### src/rtl/cmd_arbiter.sv
// rtl/cmd_arbiter.sv - two-requester arbiter for the cmd_proc command port
module cmd_arbiter #(
  parameter bit UART_PRIO = 1'b1,
  parameter int TO_W      = 26
) (
  input  logic        clk,
  input  logic        rst_n,
  input  logic [15:0] cmd_UART,
  input  logic        cmd_rdy_UART,
  output logic        clr_UART,
  input  logic [15:0] cmd_tour,
  input  logic        cmd_rdy_tour,
  output logic        clr_tour,
  output logic [15:0] cmd,
  output logic        cmd_rdy,
  input  logic        clr_cmd_rdy,
  input  logic        send_resp,
  output logic        send_resp_UART,
  output logic [7:0]  resp,
  output logic [1:0]  owner,
  output logic        err_to
);

  typedef enum logic [1:0] {IDLE, GNT, BUSY} state_t;

  localparam logic [1:0] OWN_NONE = 2'b00;
  localparam logic [1:0] OWN_UART = 2'b01;
  localparam logic [1:0] OWN_TOUR = 2'b10;
  localparam logic [7:0] RESP_UART = 8'hA5;
  localparam logic [7:0] RESP_TOUR = 8'h5A;
  localparam logic [TO_W-1:0] CNT_ONE = {{(TO_W-1){1'b0}}, 1'b1};

  state_t          state_q, state_d;
  logic [15:0]     cmd_q, cmd_d;
  logic [1:0]      owner_q, owner_d;
  logic            last_tour_q, last_tour_d;
  logic            err_to_q, err_to_d;
  logic            pulse_q, pulse_d;
  logic [7:0]      resp_q, resp_d;
  logic [TO_W-1:0] cnt_q, cnt_d;

  logic            pick_uart;
  logic            done;
  logic [TO_W-1:0] cnt_inc;

  // State register; reset abandons any command in flight without an ack
  always_ff @(posedge clk) begin
    if (!rst_n) begin
      state_q     <= IDLE;
      cmd_q       <= 16'h0000;
      owner_q     <= OWN_NONE;
      last_tour_q <= 1'b1;
      err_to_q    <= 1'b0;
      pulse_q     <= 1'b0;
      resp_q      <= RESP_UART;
      cnt_q       <= '0;
    end else begin
      state_q     <= state_d;
      cmd_q       <= cmd_d;
      owner_q     <= owner_d;
      last_tour_q <= last_tour_d;
      err_to_q    <= err_to_d;
      pulse_q     <= pulse_d;
      resp_q      <= resp_d;
      cnt_q       <= cnt_d;
    end
  end

  // Arbitration, grant/complete/timeout sequencing
  always_comb begin
    state_d     = state_q;
    cmd_d       = cmd_q;
    owner_d     = owner_q;
    last_tour_d = last_tour_q;
    err_to_d    = err_to_q;
    pulse_d     = 1'b0;
    resp_d      = resp_q;
    cnt_d       = cnt_q;
    pick_uart   = 1'b0;
    done        = 1'b0;
    cnt_inc     = cnt_q + CNT_ONE;

    case (state_q)
      IDLE: begin
        cnt_d = '0;
        // On a tie, round-robin favours whoever did not own the port last
        if (cmd_rdy_UART && cmd_rdy_tour) pick_uart = UART_PRIO ? 1'b1 : last_tour_q;
        else                              pick_uart = cmd_rdy_UART;
        if (cmd_rdy_UART || cmd_rdy_tour) begin
          state_d     = GNT;
          owner_d     = pick_uart ? OWN_UART : OWN_TOUR;
          last_tour_d = ~pick_uart;
          cmd_d       = pick_uart ? cmd_UART : cmd_tour;
          err_to_d    = 1'b0;
        end
      end
      GNT, BUSY: begin
        cnt_d = cnt_inc;
        // A completion arriving together with the consume in GNT finishes the command
        done  = send_resp && ((state_q == BUSY) || clr_cmd_rdy);
        if (done) begin
          state_d = IDLE;
          pulse_d = 1'b1;
          resp_d  = (owner_q == OWN_UART) ? RESP_UART : RESP_TOUR;
          owner_d = OWN_NONE;
          cnt_d   = '0;
        end else if (&cnt_inc) begin
          state_d  = IDLE;
          owner_d  = OWN_NONE;
          err_to_d = 1'b1;
          cnt_d    = '0;
        end else if ((state_q == GNT) && clr_cmd_rdy) begin
          state_d = BUSY;
        end
      end
      default: state_d = IDLE;
    endcase
  end

  // Acknowledge goes back only to the current owner, only while the command is offered
  always_comb begin
    cmd_rdy  = (state_q == GNT);
    clr_UART = clr_cmd_rdy && (state_q == GNT) && (owner_q == OWN_UART);
    clr_tour = clr_cmd_rdy && (state_q == GNT) && (owner_q == OWN_TOUR);
  end

  assign cmd            = cmd_q;
  assign owner          = owner_q;
  assign err_to         = err_to_q;
  assign send_resp_UART = pulse_q;
  assign resp           = resp_q;

endmodule
### config.mk
export PLATFORM = sky130hd
export DESIGN_NAME = cmd_arbiter
export DESIGN_NICKNAME = d
export VERILOG_FILES = /design/src/rtl/cmd_arbiter.sv
export SDC_FILE = /design/constraint.sdc
export NUM_CORES = 1
export LEC_CHECK = 0
export CAP_MARGIN = 40
export CORE_UTILIZATION = 50
export DETAILED_ROUTE_END_ITERATION = 16
export PLACE_DENSITY = 0.8
export REMOVE_ABC_BUFFERS = 1
export SKIP_CTS_REPAIR_TIMING = 1
export SLEW_MARGIN = 40
export SYNTH_ARGS = -nofsm -noshare
export SYNTH_HDL_FRONTEND = slang
export SYNTH_SLANG_ARGS = --single-unit
### constraint.sdc
create_clock -name clk -period 8 [get_ports clk]
set_clock_uncertainty 0.15 [all_clocks]
set_input_delay 1.6 -clock clk [delete_from_list [all_inputs] [get_ports clk]]
set_output_delay 1.6 -clock clk [all_outputs]
set_load 0.005 [all_outputs]
# [Word level (Yosys, flattened, before mapping)]
# Index checks and enable logic that the tools add are counted.
[totals] word_cells=56 regBits=56 out_inout_bits=31 input_bits=38
[classes] eq_ne=9 reduce_logical=17 mux=22 addsub=1
[ops] operator="$mux 26" n=2
[ops] operator="$pmux 26 s2" n=1
[ops] operator="$add 26x1->26 const B" n=1
[ops] operator="$reduce_and 26->1" n=1
[ops] operator="$mux 16" n=1
[ops] operator="$mux 2" n=8
[ops] operator="$mux 8" n=1
[ops] operator="$pmux 2 s2" n=2
[ops] operator="$reduce_and 2->1" n=4
[ops] operator="$mux 1" n=6
[ops] operator="$ne 2x2->1 const B" n=3
[ops] operator="$logic_and 1x1->1" n=5
[ops] operator="$eq 2x1->1 const B" n=2
[ops] operator="$eq 2x2->1 const B" n=2
[ops] operator="$ne 4x4->1 const B" n=1
[ops] operator="$reduce_and 4->1" n=1
[ops] operator="$ne 3x3->1 const B" n=1
[ops] operator="$reduce_and 3->1" n=1
[ops] operator="$logic_not 2->1" n=1
[ops] operator="$logic_or 1x1->1" n=2
[ops] operator="$pmux 1 s2" n=1
[ops] operator="$reduce_bool 2->1" n=1
[ops] operator="$reduce_or 2->1" n=1

# [Logic depth before layout (Yosys ltp)]
# Gate-level depths: netlist of run 1.
[depth] depth_word=6 ltp_mapped=12 ltp_nobuf=9

# [Worst setup path after synthesis of run 1]
# No wires, ideal clock.
[synth_path] path_kind="in2out" from="in clr_cmd_rdy" to="out clr_tour" arrival_time_ps=1825 path_slack_ps=4425 cell_stages=2 path_cell_list="nand2_1 > nor3_1"
[synth_between] elab_chain_cells=2
[synth_rtl] element="start: declaration" line_no="16" source="input logic clr_cmd_rdy,"
[synth_rtl] element="$logic_and 1x1->1 (2 in a row)" line_no="124" source="clr_tour = clr_cmd_rdy && (state_q == GNT) && (owner_q == OWN_TOUR);"
[synth_rtl] element="end: declaration" line_no="13" source="output logic clr_tour,"
# Every way passes these cells.

# [Worst setup path after layout of run 1]
# Ends and elaborated chain as after synthesis.

==> impl_metrics.yaml, run 1 <==
run_status:
  status: "complete, no violations"
finish:
  fin_util_pct: 65.6
  layout-drive-gt1-share_pct: 5.99
  final_nets: 444
  n_antenna_cell: 0
  syn_to_final_growth_pct: 24.9
  final_area_um2: 3660
  fin_cells: 473
sta:
  finalMaxSlewViolations: 0
  period_minus_slack_ns: 4.63
  setup-tns-final_ns: 0
  fin_ws_ns: 3.37
  maxSlewHeadroom_pct: 57.4
  rsz0062_at_grt: "false"
  hold_viol_final: 0
  timing.fmax_ghz: 0.216
  tightestPinTransition_ns: 0.638
  setup_viol: 0
  fin_crit_sh_pct: 57.9
detailed_routing:
  routedWlPerCell_um: 14.0
  viasPerCell: 5.67
  drtPass1Iterations: 4
  drt-total-wl_um: 6650
  num_vias: 2683
  drtAntennaViolNets: 0
  drcViolationCount: 0
  drt_iter0_drc: 121
clock_network:
  tritoncts: "built"
  clock_sinks: 50
  clock_path_buffers: 2
  cts_buffers: 5
  clock_latency_ns: 0.31
  cts-root-buf: "clkbuf_8"
  ctsHtreeMaxLevel: 2
  clk_pin_slew_ns: 0.08
floorplan:
  die_w_um: 78.5
  pin_count: 69
  core_area_um2: 5570
  die_h_um: 78.5
  num_rows: 27
  initial_utilization_pct: 52.5
  design.die.area_um2: 6170
worst_hold_path:
  hold_class: "reg2reg"
yosys:
  yosysWarnings: 0
  synth_seq_cells: 50
  yosysUniqueCellTypes: 55
  syn_inst: 350
  syn_avg_cell_area_um2: 8.37
  synth.cell_area_um2: 2930
  ys.flop_type: "dfxtp_1"
  synth-edff-count: 0
  ys_seq_area_share_pct: 34.2
  synth_async_sr_flop_share_pct: 0
setup_path:
  crit_type: "in2out"
  arrival_ns: 2.88
  cp-end-kind: "primary output"
  crit_fanout: 4
  crit_required_ns: 6.25
  worstSetupStartpointType: "primary input"
  rrSetupSlack_ns: 4.40
placement:
  io_buffers: 68
  post_dp_cell_area_um2: 3570
  place_ws_ns: 3.36
  dp_hpwl_um: 4820
  gp_congestion: 0.873
  post-place-cells: 465
grt:
  grt_pass1_vias: 2491
  antenna_found_initial: 0
  grt.overflow.total: 0
  grt_first_pass_wirelength_um: 11300
  groute.usage.overall_pct: 23.0
  grt_max_degree: 37
power_and_ir_drop:
  ir_worst_vdd_v: 0.0000940
  p_per_area_nw_per_um2: 152
  p_leak_nw: 1.31
flow_run:
  cap_violations: 0
synth_stat cells (4+ instances only):
library cell	n	area [um2]
mux2i_1	16	160
xnor2_1	8	70.1
nand2_1	32	120
nand4_1	6	37.5
xor2_1	9	78.8
o211ai_1	7	52.6
dfxtp_1	50	1000
a211oi_1	19	143
inv_1	7	26.3
a31oi_1	7	43.8
o21ai_0	11	55.1
and2_1	4	25.0
nand3_1	18	90.1
or3_1	4	25.0
and3_1	4	25.0
nor2b_1	4	25.0
buf_4	6	45.0
nor3_1	12	60.1
ha_1	6	75.1
buf_2	4	20.0
nor2_1	43	161
a21oi_1	11	55.1
clkbuf_1	14	52.6
through the flow:
step,hold WS [ns],total power (W)
floorplan,0.330,0.000338
global placement,0.322,0.000411
detailed placement,0.341,0.000412
CTS,0.352,0.000562
global route,0.374,0.000587
finish,0.345,0.000557
state kept, by name, indices dropped and copies added, names as in the netlist:
signal and count:
cnt_q 26, cmd 16, owner 2, resp 2, state_q 2, err_to 1
send_resp_UART 1
cell families after synthesis:
| logic type | synth area share, % |
|---|---|
| xor+xnor | 5.08 |
| fa+ha+maj | 2.56 |
| flops | 34.2 |
| buf+inv | 5.81 |
| simple gates | 29.8 |
| compound gates | 17.1 |
| mux | 5.47 |
layout make-up:
type,instances,area (um2)
clock buffers,7,86.3
well taps,72,90.1
clock inverters,1,5.00
multi-input cells,266,1760
fillers,484,1920
flip-flops and latches,50,1000
inverters,7,26.3
repair buffers,70,691
critical path, cell delays in order:
cell,delay (ns)
clkdlybuf4s50_1,0.51
nand2_1,0.11
nor3_1,0.14
clkdlybuf4s50_1,0.52
layout by cell type (no fill, tap or decap), types with 11 or more instances in the layout:
cell type        instances
clkdlybuf4s50_1         67
nor3_1                  12
a21oi_1                 11
a211oi_1                19
mux2i_1                 16
nand2_1                 32
nand3_1                 18
nor2_1                  43
o21ai_0                 11
dfxtp_1                 50
report_power, final:
| group | switching [W] | internal [W] | total, W |
|---|---|---|---|
| clock | 0.0000815 | 0.0000699 | 0.000151 |
| sequential | 0.0000106 | 0.000265 | 0.000276 |
| combinational | 0.0000598 | 0.0000699 | 0.000130 |
| total | 0.000152 | 0.000405 | 0.000557 |
final timing paths:
check / startpoint / endpoint / cells past startpoint
setup / recovery: clr_cmd_rdy / clr_tour / 4
hold / removal: resp[6] / resp[6] / 2
setup reg to reg: cnt_q[1] / cnt_q[23] / 10
hold reg to reg: resp[6] / resp[6] / 2
per-layer routing:
layer	part of all wire, %	track usage [%]	up-vias
met5	0	0	-
met4	1.1	10.0	0
met3	8.3	8.14	6
met2	47	37.4	79
met1	43	27.2	1234
li1	-	-	1364
No activity file was read; power rests on OpenSTA's default activity.
==> run 2, diff against run 1 <==
--- a/config.mk
+++ b/config.mk
@@ -6,9 +6,9 @@
 export NUM_CORES = 1
 export LEC_CHECK = 0
 export CAP_MARGIN = 40
-export CORE_UTILIZATION = 50
+export CORE_UTILIZATION = 45
 export DETAILED_ROUTE_END_ITERATION = 16
-export PLACE_DENSITY = 0.8
+export PLACE_DENSITY = 0.76
 export REMOVE_ABC_BUFFERS = 1
 export SKIP_CTS_REPAIR_TIMING = 1
 export SLEW_MARGIN = 40
==> constraint.sdc (replaced) <==
create_clock -name clk -period 3.75 [get_ports clk]
set_clock_uncertainty 0.15 [all_clocks]
set_input_delay 0.75 -clock clk [delete_from_list [all_inputs] [get_ports clk]]
set_output_delay 0.75 -clock clk [all_outputs]
set_load 0.005 [all_outputs]
==> impl_metrics.yaml, run 2 (synthesis results as in run 1) <==
detailed_routing:
  viasPerCell: 5.69
  drt_iter0_drc: 185
  drtAntennaViolNets: 0
  num_vias: 2750
  routedWlPerCell_um: 14.1
  drtPass1Iterations: 5
  drcViolationCount: 0
  drt-total-wl_um: 6790
setup_path:
  cp_common_cell: "nor4_4"
  arrival_ns: 3.44
  path_buf_inv: 1
  crit_chain: "ha_1, nand3_1, nor4_4, nand4_2, xor2_1, nor4_4, a21oi_2, buf_4, o21ai_4, nor2_1"
  path_delay_family: "simple AND/OR/NAND/NOR gates"
  crit_required_ns: 3.78
  crit_fanout: 11
  worst_path_largest_cell_delay_ns: 0.50
  cp-end-kind: "flop"
  worstSetupStartpointType: "flop"
  critPathSlowestCell: "dfxtp_1"
  crit_type: "reg2reg"
sta:
  maxSlewHeadroom_pct: 57.1
  period_minus_slack_ns: 3.40
  timing.fmax_ghz: 0.294
  fin_crit_sh_pct: 90.8
  hold_viol_final: 0
  fin_ws_ns: 0.347
  setup-tns-final_ns: 0
  rsz0062_at_grt: "false"
  setup_viol: 0
  tightestPinTransition_ns: 0.643
  finalMaxSlewViolations: 0
grt:
  globalRouteMet2Util_pct: 35.2
  use_met1_pct: 26.6
  grt-busiest-layer: "met2"
  antenna_found_initial: 0
  grt_pass1_vias: 2432
  grt.overflow.total: 0
  groute.usage.overall_pct: 21.6
  use_met3_pct: 7.36
  grt_max_degree: 28
  grt_first_pass_wirelength_um: 11200
finish:
  final_nets: 449
  syn_to_final_growth_pct: 27.2
  layout-drive-gt1-share_pct: 6.65
  mostFrequentLayoutCells: "68 x clkdlybuf4s50_1, 50 x dfxtp_1, 43 x nor2_1"
  n_antenna_cell: 0
  largest_reg_flops: 26
  regMostFlops: "cnt_q"
  fillerInstances: 576
  layout_commonest_cell: "clkdlybuf4s50_1"
placement:
  place_ws_ns: 0.398
  gp_congestion: 0.815
  io_buffers: 68
  dp_hpwl_um: 5130
floorplan:
  initial_utilization_pct: 46.4
  die_w_um: 82.7
  die_h_um: 82.7
  design.die.area_um2: 6840
  pin_count: 69
  num_rows: 29
  core_area_um2: 6310
clock_network:
  clock_sinks: 50
  cts-root-buf: "clkbuf_8"
  clock_latency_ns: 0.30
  cts_buffers: 5
  ctsHtreeMaxLevel: 2
  tritoncts: "built"
  clock_path_buffers: 2
  clk_pin_slew_ns: 0.09
worst_hold_path:
  hold_class: "reg2reg"
flow_run:
  cap_violations: 0
run_status:
  status: "complete, no violations"
power_and_ir_drop:
  p_leak_nw: 1.35
  ir_worst_vdd_v: 0.000190
  p_per_area_nw_per_um2: 330
## run 2: cell count changes in the layout (fill, tap and decap cells not counted), sizes merged
cell           change
clkbuf             +1
clkdlybuf4s50      +1
buf                +4
clkinv             -1
## run 2: per-layer routing
metal  wire [um]  vias to the layer above
li1            -                     1379
met1        3000                     1237
met2        3050                      121
met3         587                       13
met4         144                        0
met5           0                        -
## run 2: tightest hold or removal path, stage by stage (launching register included)
cell	delay, ns
dfxtp_1	0.32
nor2_1	0.09
a211oi_1	0.05
## run 2: cell type report
type	instances	area [um2]	share of cell area [%]
sequential	50	1000	26.9
tap	77	96.3	2.59
clock buffer	8	110	2.96
inverter	7	26.3	0.705
multi-input combinational	266	1760	47.2
timing repair buffer	75	733	19.7
## run 2: where the power goes
| group | leakage (nW) | total (W) | switching [W] | internal, W |
|---|---|---|---|---|
| combinational | 0.882 | 0.000280 | 0.000126 | 0.000154 |
| sequential | 0.408 | 0.000590 | 0.0000244 | 0.000566 |
| clock | 0.0575 | 0.000358 | 0.000172 | 0.000186 |
## run 2: stage by stage
stage / area, um2 / hold slack (ns) / instances / util [%] / power [W]
6_report: 3720 / 0.350 / 483 / 59.0 / 0.00123
5_1_grt: 3720 / 0.372 / 483 / 59.0 / 0.00129
4_1_cts: 3720 / 0.355 / 483 / 59.0 / 0.00124
3_5_place_dp: 3610 / 0.336 / 475 / 57.3 / 0.000883
3_3_place_gp: 3610 / 0.322 / 475 / 57.3 / 0.000879
2_1_floorplan: 2790 / 0.330 / 323 / - / 0.000722
## run 2: worst paths after layout
| kind | startpoint | to | slack [ns] | cells after the start |
|---|---|---|---|---|
| hold reg to reg | cmd[3] | cmd[3] | 0.35 | 2 |
| setup / recovery | cnt_q[0] | cnt_q[6] | 0.35 | 10 |
| setup reg to reg | cnt_q[0] | cnt_q[6] | 0.35 | 10 |
| hold / removal | cmd[3] | cmd[3] | 0.35 | 2 |
